File: config.mk
export PLATFORM = sky130hd
export DESIGN_NAME = vga_timing_gen_flat
export DESIGN_NICKNAME = d
export VERILOG_FILES = /design/src/rtl/vga_timing_gen_if.sv /design/src/rtl/vga_timing_gen.sv /design/src/flat_wrapper.sv
export SDC_FILE = /design/constraint.sdc
export NUM_CORES = 1
export LEC_CHECK = 0
export ABC_CLOCK_PERIOD_IN_PS = 2400
export CORE_ASPECT_RATIO = 1.75
export CORE_MARGIN = 8
export CORE_UTILIZATION = 46
export DETAILED_ROUTE_END_ITERATION = 8
export PLACE_DENSITY = 0.75
export SETUP_SLACK_MARGIN = 0.1
export SLEW_MARGIN = 20
export SYNTH_ARGS = -nofsm -noshare
export SYNTH_HDL_FRONTEND = slang
export SYNTH_SLANG_ARGS = --single-unit
File: constraint.sdc
create_clock -name clk -period 2.4 [get_ports clk]
set_clock_uncertainty 0.2 [all_clocks]
set_input_delay 0.48 -clock clk [delete_from_list [all_inputs] [get_ports clk]]
set_output_delay 0.48 -clock clk [all_outputs]
set_load 0.05 [all_outputs]
File: src/rtl/vga_timing_gen_if.sv
// Video timing bundle: run/genlock controls in, raster timing and markers out.
interface vga_timing_gen_if #(
  parameter int CNT_W = 10,
  parameter int FRM_W = 8
);
  logic             en;
  logic             resync;
  logic             p_tick;
  logic [CNT_W-1:0] pixel_x;
  logic [CNT_W-1:0] pixel_y;
  logic             video_on;
  logic             hsync;
  logic             vsync;
  logic             sof;
  logic             sol;
  logic [FRM_W-1:0] frame_cnt;

  modport master (
    input  en, resync,
    output p_tick, pixel_x, pixel_y, video_on, hsync, vsync, sof, sol, frame_cnt
  );

  modport slave (
    output en, resync,
    input  p_tick, pixel_x, pixel_y, video_on, hsync, vsync, sof, sol, frame_cnt
  );
endinterface

File: src/rtl/vga_timing_gen.sv
// Parametrised raster timing generator: pixel-clock divider, x/y counters,
// registered sync/blank decode aligned with the counters, frame/line markers,
// frame counter and a genlock restart.
module vga_timing_gen #(
  parameter int H_PX    = 640,
  parameter int H_FP    = 16,
  parameter int H_RT    = 96,
  parameter int H_BP    = 48,
  parameter int V_PX    = 480,
  parameter int V_FP    = 10,
  parameter int V_RT    = 2,
  parameter int V_BP    = 33,
  parameter int CNT_W   = 10,
  parameter int CLK_DIV = 2,
  parameter bit HS_POL  = 1'b0,
  parameter bit VS_POL  = 1'b0,
  parameter int FRM_W   = 8
) (
  input logic clk,
  input logic rst,
  vga_timing_gen_if.master vid
);

  localparam int H_TOTAL = H_PX + H_FP + H_RT + H_BP;
  localparam int V_TOTAL = V_PX + V_FP + V_RT + V_BP;
  localparam int DIV_W   = (CLK_DIV > 1) ? $clog2(CLK_DIV) : 1;

  localparam logic [DIV_W-1:0] DIV_LAST = DIV_W'(CLK_DIV - 1);
  localparam logic [CNT_W-1:0] H_LAST   = CNT_W'(H_TOTAL - 1);
  localparam logic [CNT_W-1:0] V_LAST   = CNT_W'(V_TOTAL - 1);
  localparam logic [CNT_W-1:0] H_ACT    = CNT_W'(H_PX);
  localparam logic [CNT_W-1:0] V_ACT    = CNT_W'(V_PX);
  localparam logic [CNT_W-1:0] HS_BEG   = CNT_W'(H_PX + H_FP);
  localparam logic [CNT_W-1:0] HS_END   = CNT_W'(H_PX + H_FP + H_RT - 1);
  localparam logic [CNT_W-1:0] VS_BEG   = CNT_W'(V_PX + V_FP);
  localparam logic [CNT_W-1:0] VS_END   = CNT_W'(V_PX + V_FP + V_RT - 1);

  logic [DIV_W-1:0] div_cnt, div_nxt;
  logic [CNT_W-1:0] x_q, y_q, x_nxt, y_nxt;
  logic [FRM_W-1:0] frm_q, frm_nxt;
  logic             von_q, hs_q, vs_q, sof_q, sol_q, resync_q;
  logic             von_nxt, hs_nxt, vs_nxt, sof_nxt, sol_nxt;
  logic             tick, line_end;

  assign tick     = vid.en && (div_cnt == DIV_LAST);
  assign line_end = tick && (x_q == H_LAST);

  // Next divider/counter state; resync wins over en and over any wrap, and
  // a held resync only marks sof/sol on its first cycle.
  always_comb begin
    div_nxt = div_cnt;
    x_nxt   = x_q;
    y_nxt   = y_q;
    frm_nxt = frm_q;
    sof_nxt = 1'b0;
    sol_nxt = 1'b0;
    if (vid.resync) begin
      div_nxt = '0;
      x_nxt   = '0;
      y_nxt   = '0;
      sof_nxt = !resync_q;
      sol_nxt = !resync_q;
    end else if (vid.en) begin
      div_nxt = tick ? '0 : div_cnt + 1'b1;
      if (line_end) begin
        x_nxt   = '0;
        sol_nxt = 1'b1;
        if (y_q == V_LAST) begin
          y_nxt   = '0;
          frm_nxt = frm_q + 1'b1;
          sof_nxt = 1'b1;
        end else begin
          y_nxt = y_q + 1'b1;
        end
      end else if (tick) begin
        x_nxt = x_q + 1'b1;
      end
    end
  end

  // Decode blanking and syncs from the next counter values so the registered
  // levels line up with the coordinates presented in the same cycle.
  always_comb begin
    von_nxt = (x_nxt < H_ACT) && (y_nxt < V_ACT);
    hs_nxt  = ((x_nxt >= HS_BEG) && (x_nxt <= HS_END)) ? HS_POL : ~HS_POL;
    vs_nxt  = ((y_nxt >= VS_BEG) && (y_nxt <= VS_END)) ? VS_POL : ~VS_POL;
  end

  // State registers; reset parks the raster at (0,0) with syncs inactive.
  always_ff @(posedge clk) begin
    if (rst) begin
      div_cnt  <= '0;
      x_q      <= '0;
      y_q      <= '0;
      frm_q    <= '0;
      von_q    <= 1'b1;
      hs_q     <= ~HS_POL;
      vs_q     <= ~VS_POL;
      sof_q    <= 1'b0;
      sol_q    <= 1'b0;
      resync_q <= 1'b0;
    end else begin
      div_cnt  <= div_nxt;
      x_q      <= x_nxt;
      y_q      <= y_nxt;
      frm_q    <= frm_nxt;
      von_q    <= von_nxt;
      hs_q     <= hs_nxt;
      vs_q     <= vs_nxt;
      sof_q    <= sof_nxt;
      sol_q    <= sol_nxt;
      resync_q <= vid.resync;
    end
  end

  assign vid.p_tick    = tick;
  assign vid.pixel_x   = x_q;
  assign vid.pixel_y   = y_q;
  assign vid.video_on  = von_q;
  assign vid.hsync     = hs_q;
  assign vid.vsync     = vs_q;
  assign vid.sof       = sof_q && vid.en;
  assign vid.sol       = sol_q && vid.en;
  assign vid.frame_cnt = frm_q;

endmodule

File: src/flat_wrapper.sv
// flat-port wrapper written by rule: the top's interface ports become plain ports
module vga_timing_gen_flat 
#(
  parameter int H_PX    = 640,
  parameter int H_FP    = 16,
  parameter int H_RT    = 96,
  parameter int H_BP    = 48,
  parameter int V_PX    = 480,
  parameter int V_FP    = 10,
  parameter int V_RT    = 2,
  parameter int V_BP    = 33,
  parameter int CNT_W   = 10,
  parameter int CLK_DIV = 2,
  parameter bit HS_POL  = 1'b0,
  parameter bit VS_POL  = 1'b0,
  parameter int FRM_W   = 8
)
  (clk, rst, vid_en, vid_resync, vid_p_tick, vid_pixel_x, vid_pixel_y, vid_video_on, vid_hsync, vid_vsync, vid_sof, vid_sol, vid_frame_cnt);
  vga_timing_gen_if #(.CNT_W(CNT_W), .FRM_W(FRM_W)) vid_i ();
  input logic clk;
  input logic rst;
  input wire logic [$bits(vid_i.en)-1:0] vid_en;
  input wire logic [$bits(vid_i.resync)-1:0] vid_resync;
  output wire logic [$bits(vid_i.p_tick)-1:0] vid_p_tick;
  output wire logic [$bits(vid_i.pixel_x)-1:0] vid_pixel_x;
  output wire logic [$bits(vid_i.pixel_y)-1:0] vid_pixel_y;
  output wire logic [$bits(vid_i.video_on)-1:0] vid_video_on;
  output wire logic [$bits(vid_i.hsync)-1:0] vid_hsync;
  output wire logic [$bits(vid_i.vsync)-1:0] vid_vsync;
  output wire logic [$bits(vid_i.sof)-1:0] vid_sof;
  output wire logic [$bits(vid_i.sol)-1:0] vid_sol;
  output wire logic [$bits(vid_i.frame_cnt)-1:0] vid_frame_cnt;
  assign vid_i.en = vid_en;
  assign vid_i.resync = vid_resync;
  assign vid_p_tick = vid_i.p_tick;
  assign vid_pixel_x = vid_i.pixel_x;
  assign vid_pixel_y = vid_i.pixel_y;
  assign vid_video_on = vid_i.video_on;
  assign vid_hsync = vid_i.hsync;
  assign vid_vsync = vid_i.vsync;
  assign vid_sof = vid_i.sof;
  assign vid_sol = vid_i.sol;
  assign vid_frame_cnt = vid_i.frame_cnt;
  vga_timing_gen #(.H_PX(H_PX), .H_FP(H_FP), .H_RT(H_RT), .H_BP(H_BP), .V_PX(V_PX), .V_FP(V_FP), .V_RT(V_RT), .V_BP(V_BP), .CNT_W(CNT_W), .CLK_DIV(CLK_DIV), .HS_POL(HS_POL), .VS_POL(VS_POL), .FRM_W(FRM_W)) u_core (.clk(clk), .rst(rst), .vid(vid_i));
endmodule
Yosys cells after proc, flatten, opt, wreduce, memory -nomap -nowiden
Index checks and enable logic that the tools add are counted.
- mux-type cells: 18
- shift operators: 0
- div/mod/pow operators: 0
- $lt $le $gt $ge: 6
- bitwise gates (word level): 1
- $mul: 0
- $add $sub $neg: 4
- reduce and logical (&&, ||, !) cells: 10
- equality and inequality tests: 2
- operator list (cell ; count):
    10-bit two-way mux ; 8
    10-bit by 1-bit adder with 10-bit output, second input constant ; 2
    10-bit equality test, second input constant ; 2
    10-bit greater-or-equal comparator, second input constant ; 1
    10-bit by 9-bit greater-or-equal comparator with 1-bit output, second input constant ; 1
    10-bit less-or-equal comparator, second input constant ; 1
    10-bit by 9-bit less-or-equal comparator with 1-bit output, second input constant ; 1
    10-bit < comparator, second input constant ; 1
    10-bit by 9-bit < comparator with 1-bit output, second input constant ; 1
    1-bit two-way mux ; 10
    8-bit by 1-bit adder with 8-bit output, second input constant ; 1
    1-bit logical AND ; 7
    4-bit AND reduction ; 1
    2-bit OR reduction ; 1
    1-bit adder, second input constant ; 1
    1-bit logical NOT ; 1
    1-bit inverter ; 1
- input port bits: 4
- word-level logic and storage cells: 51
- latch bits: 0
- bits in read-only memories: 0
- output and inout bits: 34
- register bits: 35
- memories: 0
- memory bits (writable): 0

Longest topological paths before layout
- depth in word-level cells: 8
- mapped depth: 8
- mapped depth without buffers: 8

Worst setup path before layout
No wires, ideal clock.
- kind: flip-flop to flip-flop
- from: register u_core.x_q[0] (netlist: u_core.vid.pixel_x[0])
- to: register u_core.frm_q[5] (netlist: u_core.vid.frame_cnt[5])
- stages on the path, launching flop included: 9
- library setup time: 0.065 ns
- slack: -0.344 ns
- required time: 2.135 ns
- clock period less this slack: 2.744 ns
- data arrival time: 2.479 ns
- path buffers: 1
- cells stage by stage: dfxtp_1 > ha_1 > nand4_4 > or4_4 > buf_6 > nor4_4 > nand4_1 > xor2_1 > nor2_1
- cells in the longest elaborated chain, start to end: 3
- ends and longest elaborated chain (what ; line ; source):
    start, declared ; vga_timing_gen.sv:39 ; logic [CNT_W-1:0] x_q, y_q, x_nxt, y_nxt;
    start signal, assigned ; vga_timing_gen.sv:104 ; x_q <= x_nxt;
    10-bit equality test ; vga_timing_gen.sv:46 ; assign line_end = tick && (x_q == H_LAST);
    1-bit logical AND ; vga_timing_gen.sv:46 ;
    4-bit AND reduction (no source line) ; n/a ;
    end signal, assigned ; vga_timing_gen.sv:106 ; frm_q <= frm_nxt;
    end, declared ; vga_timing_gen.sv:40 ; logic [FRM_W-1:0] frm_q, frm_nxt;
No other way between the ends.
A chain may end at the register's enable or synchronous reset.

Worst setup path in the final report
- from: register u_core.x_q[5] (netlist: u_core.vid.pixel_x[5])
- to: register u_core.vs_q (netlist: u_core.vid.vsync)
- cells in the longest elaborated chain, start to end: 8
- elaborated cells on any way between the ends: 9
- those cells by class: order compare (2); eq/ne (1); mux (4); reduce/logical (2)
- ends and longest elaborated chain (what ; line ; source):
    10-bit equality test (*) ; vga_timing_gen.sv:46 ;
    1-bit logical AND (*) ; vga_timing_gen.sv:46 ;
    10-bit two-way mux (*) ; vga_timing_gen.sv:65 ; if (line_end) begin
    10-bit two-way mux (*) ; vga_timing_gen.sv:63 ; end else if (vid.en) begin
    10-bit two-way mux (*) ; vga_timing_gen.sv:57 ; if (vid.resync) begin
    10-bit by 9-bit greater-or-equal comparator with 1-bit output or 10-bit by 9-bit less-or-equal comparator with 1-bit output (tied branches) ; vga_timing_gen.sv:86 ; vs_nxt = ((y_nxt >= VS_BEG) && (y_nxt <= VS_END)) ? VS_POL : ~VS_POL;
    1-bit logical AND (*) ; vga_timing_gen.sv:86 ;
    1-bit two-way mux (*) ; vga_timing_gen.sv:86 ;
    end signal, assigned ; vga_timing_gen.sv:98 ; vs_q <= ~VS_POL;
    end signal, assigned ; vga_timing_gen.sv:109 ; vs_q <= vs_nxt;
    end, declared ; vga_timing_gen.sv:41 ; logic von_q, hs_q, vs_q, sof_q, sol_q, resync_q;
Every way passes the cells marked *; elsewhere a longest branch is shown, timed or not.

==> metrics.txt <==
Synth Cell Area=roughly 0.0019 sq mm; die height=about 100 microns; GRT overflow=0; Post-Syn Area per Cell=~8.4 sq um; first-pass GRT wire length=8.59 mm; WP data arrival=roughly 2300 ps; leak pwr=1.10 nW; Cells after Synth=around 230; final hold viol count=0; Rel. slew slack=65.9%; Reg2Reg Depth=7; number of global-route vias before repair=about 1900; CTS H-tree lvls=2; Worst-path clk slew=about 70 ps; fin. max-slew vios=0; async set-or-reset flop fraction in the synthesized netlist=0%; gpl congestion=roughly 0.9; PortBufs=37; largest net degree at the start of global routing=14; DRC viols=0; CTS tree=done; ant diodes=0; syn nets=233; # fillers=around 330; Final setup viols=0; Hold Path End=u_core.vid.pixel_x[1]; Clock Path Buffers=2; final wirelength=roughly 5.3 mm; met3 Usage GRT=3.01%; routed wire length per instance=approximately 15 microns; TritonCTS Sinks=35; initial antenna violation count=0; core area=approximately 0.0040 sq mm; vias per inst=approximately 5.5; R2R Setup Slk=100 ps; maximum vdd drop=between 0.0003 and 0.0004 V; RSZ-0062 raised after global routing=true; Critical Path Start Type=flop; GR peak layer=met2; Worst-Margin Slew=between 500 and 600 ps; GRT Overall Usage=~16%; IO Count=38; DR iter-0 viols=75; Die ar.=~0.0065 sq mm; CTS root buf=clkbuf_8; most common cell after layout, fill and taps aside=buf_4; Final Cell Area=~0.0028 sq mm; dpl cell area=between 0.002 and 0.003 sq mm; Data required, critical path=between 2000 and 2500 ps; max-cap viol count=0; hold path start=u_core.vid.pixel_x[1]; share of post-route cells with drive strength above 1=around 28%; Worst Setup SP=u_core.vid.pixel_x[5]; first drt pass iteration count=4; RR Endpoint=u_core.vid.vsync; reg-to-reg startpoint=u_core.vid.pixel_x[5]; Crit Path Class=flop to flop; PD cells=around 370 mW/mm^2; initial core utilization=between 40 and 50%; status=completed; NumNets Final=roughly 300; number of library cell types mapped by synthesis=50; CP max FO=5; crit path time final=around 2300 ps; Area Overhead vs Synth=47.8%; crit end category=flop; WHS=roughly 320 ps; number of flops mapped to enable cells by yosys=0; M2 GR Usage=30.8%; Synth Flop Type=dfxtp_1; Syn. warnings=0; sequential share of the synthesized area=roughly 37%; Hold Crit Class=flop to flop; Die Width=between 60 and 70 microns; Via Count=1921; Hold-fix buffers, CTS=0; clock latency on the worst-skew pair=about 290 ps; register bit total from synthesis=35; commonest cells after routing, fill and taps aside=buf_4 (38), nor2_1 (33), nand2_1 (26), clkdlybuf4s50_1 (25), dfxtp_1 (23); Post-DRT Antenna Nets=0; maximum clock frequency=between 400 and 500 MHz; crit share post-route=95.8%; # rows=31; hpwl dp=4.01 mm; M1 GR Usage=15.9%; CTS Buf Count=5; hold depth=2
critical path, stage by stage, from the launching register on:
cell and delay [ps]:
dfxtp_2 320, nand3b_1 250, buf_4 200, buf_4 120
or3_1 390, or4_1 530, nand3_1 110, nand3_2 80
flip-flops by register name (all words and copies together) (netlist names):
register and flops:
u_core.vid.hsync 1, u_core.sof_q 1, u_core.vid.pixel_x 10, u_core.vid.video_on 1
u_core.vid.frame_cnt 8, u_core.sol_q 1, u_core.div_cnt 1, u_core.resync_q 1
u_core.vid.vsync 1, u_core.vid.pixel_y 10
layer usage:
layer	vias to the layer above	wire, microns
met1	921	2080
met4	0	163
met2	49	2930
li1	936	-
met3	15	158
met5	-	0
final cells by class:
type                    count  area (sq um)  share of cell area (%)
repair buffers             78           728                    26.1
clock buffers               7          76.3                    2.73
flip-flops and latches     35           736                    26.4
well taps                  49          61.3                    2.20
inverters                  10          37.5                    1.34
clock inverters             1          5.00                   0.179
multi-input cells         171          1150                    41.1
cells by family (layout without fill, tap and decap cells):
logic type	after synthesis	count (layout)	synth area share [%]
DFF	35	35	37.1
muxes	1	1	0.530
adders and majority gates	4	4	2.65
xor gates and xnor gates	21	21	9.74
and+or+nand+nor	114	114	33.5
AOI/OAI and AO/OA	31	31	10.6
buffers and inverters	19	96	5.83
worst max-delay path by stage:
stage | end | slack [ps] | depth (start not counted)
floorplan | u_core.vid.frame_cnt[4] | 70 | 8
global placement | u_core.vid.video_on | -470 | 9
detailed placement | u_core.vid.video_on | -510 | 9
CTS | u_core.vid.video_on | 70 | 8
global route | u_core.vid.frame_cnt[7] | 20 | 7
finish | u_core.vid.vsync | 100 | 7
cell usage after synthesis, drive strengths merged (2+ instances only):
master / instances / area share, %
nor2: 33 / 6.6
xor2: 13 / 6.0
clkbuf: 3 / 1.1
dfxtp: 35 / 37
and2: 3 / 0.99
or4: 2 / 0.99
nor3: 7 / 2.5
and4: 2 / 0.99
ha: 4 / 2.7
or3: 7 / 2.3
or4b: 2 / 1.1
buf: 6 / 2.7
nand4: 10 / 4.1
nand3: 9 / 2.4
or2: 4 / 1.5
nand2: 26 / 5.2
nor4: 3 / 2.6
o2111ai: 2 / 0.93
o21ai: 9 / 2.6
inv: 10 / 2.0
xnor2: 8 / 3.7
and3: 2 / 0.66
a21oi: 10 / 2.8
per-stage QoR:
stage                     std cells  setup TNS, ps  worst slack, ps  util (%)  power [W]
after detailed placement        332          -7570             -506      63.3   0.000651
final                           351              0              101      69.2    0.00105
after global routing            351              0             20.9      69.2    0.00108
after global placement          332          -6740             -466      63.3   0.000650
after floorplan                 225              0             66.3         -   0.000624
after CTS                       340              0             74.0      65.5    0.00106
where the power goes:
group,switching [W],total [W],leakage (nW),internal [W]
sequential,0.00000255,0.000578,0.291,0.000575
combinational,0.0000322,0.0000560,0.764,0.0000238
clock,0.000208,0.000412,0.0422,0.000204
total,0.000243,0.00105,1.10,0.000803
repair_timing:
item                       CTS  global route
gates resized for setup     10            19
setup endpoints to repair   24            15
pin swaps                    0            14
buffers inserted             0            11
No activity file was read; power rests on OpenSTA's default activity.
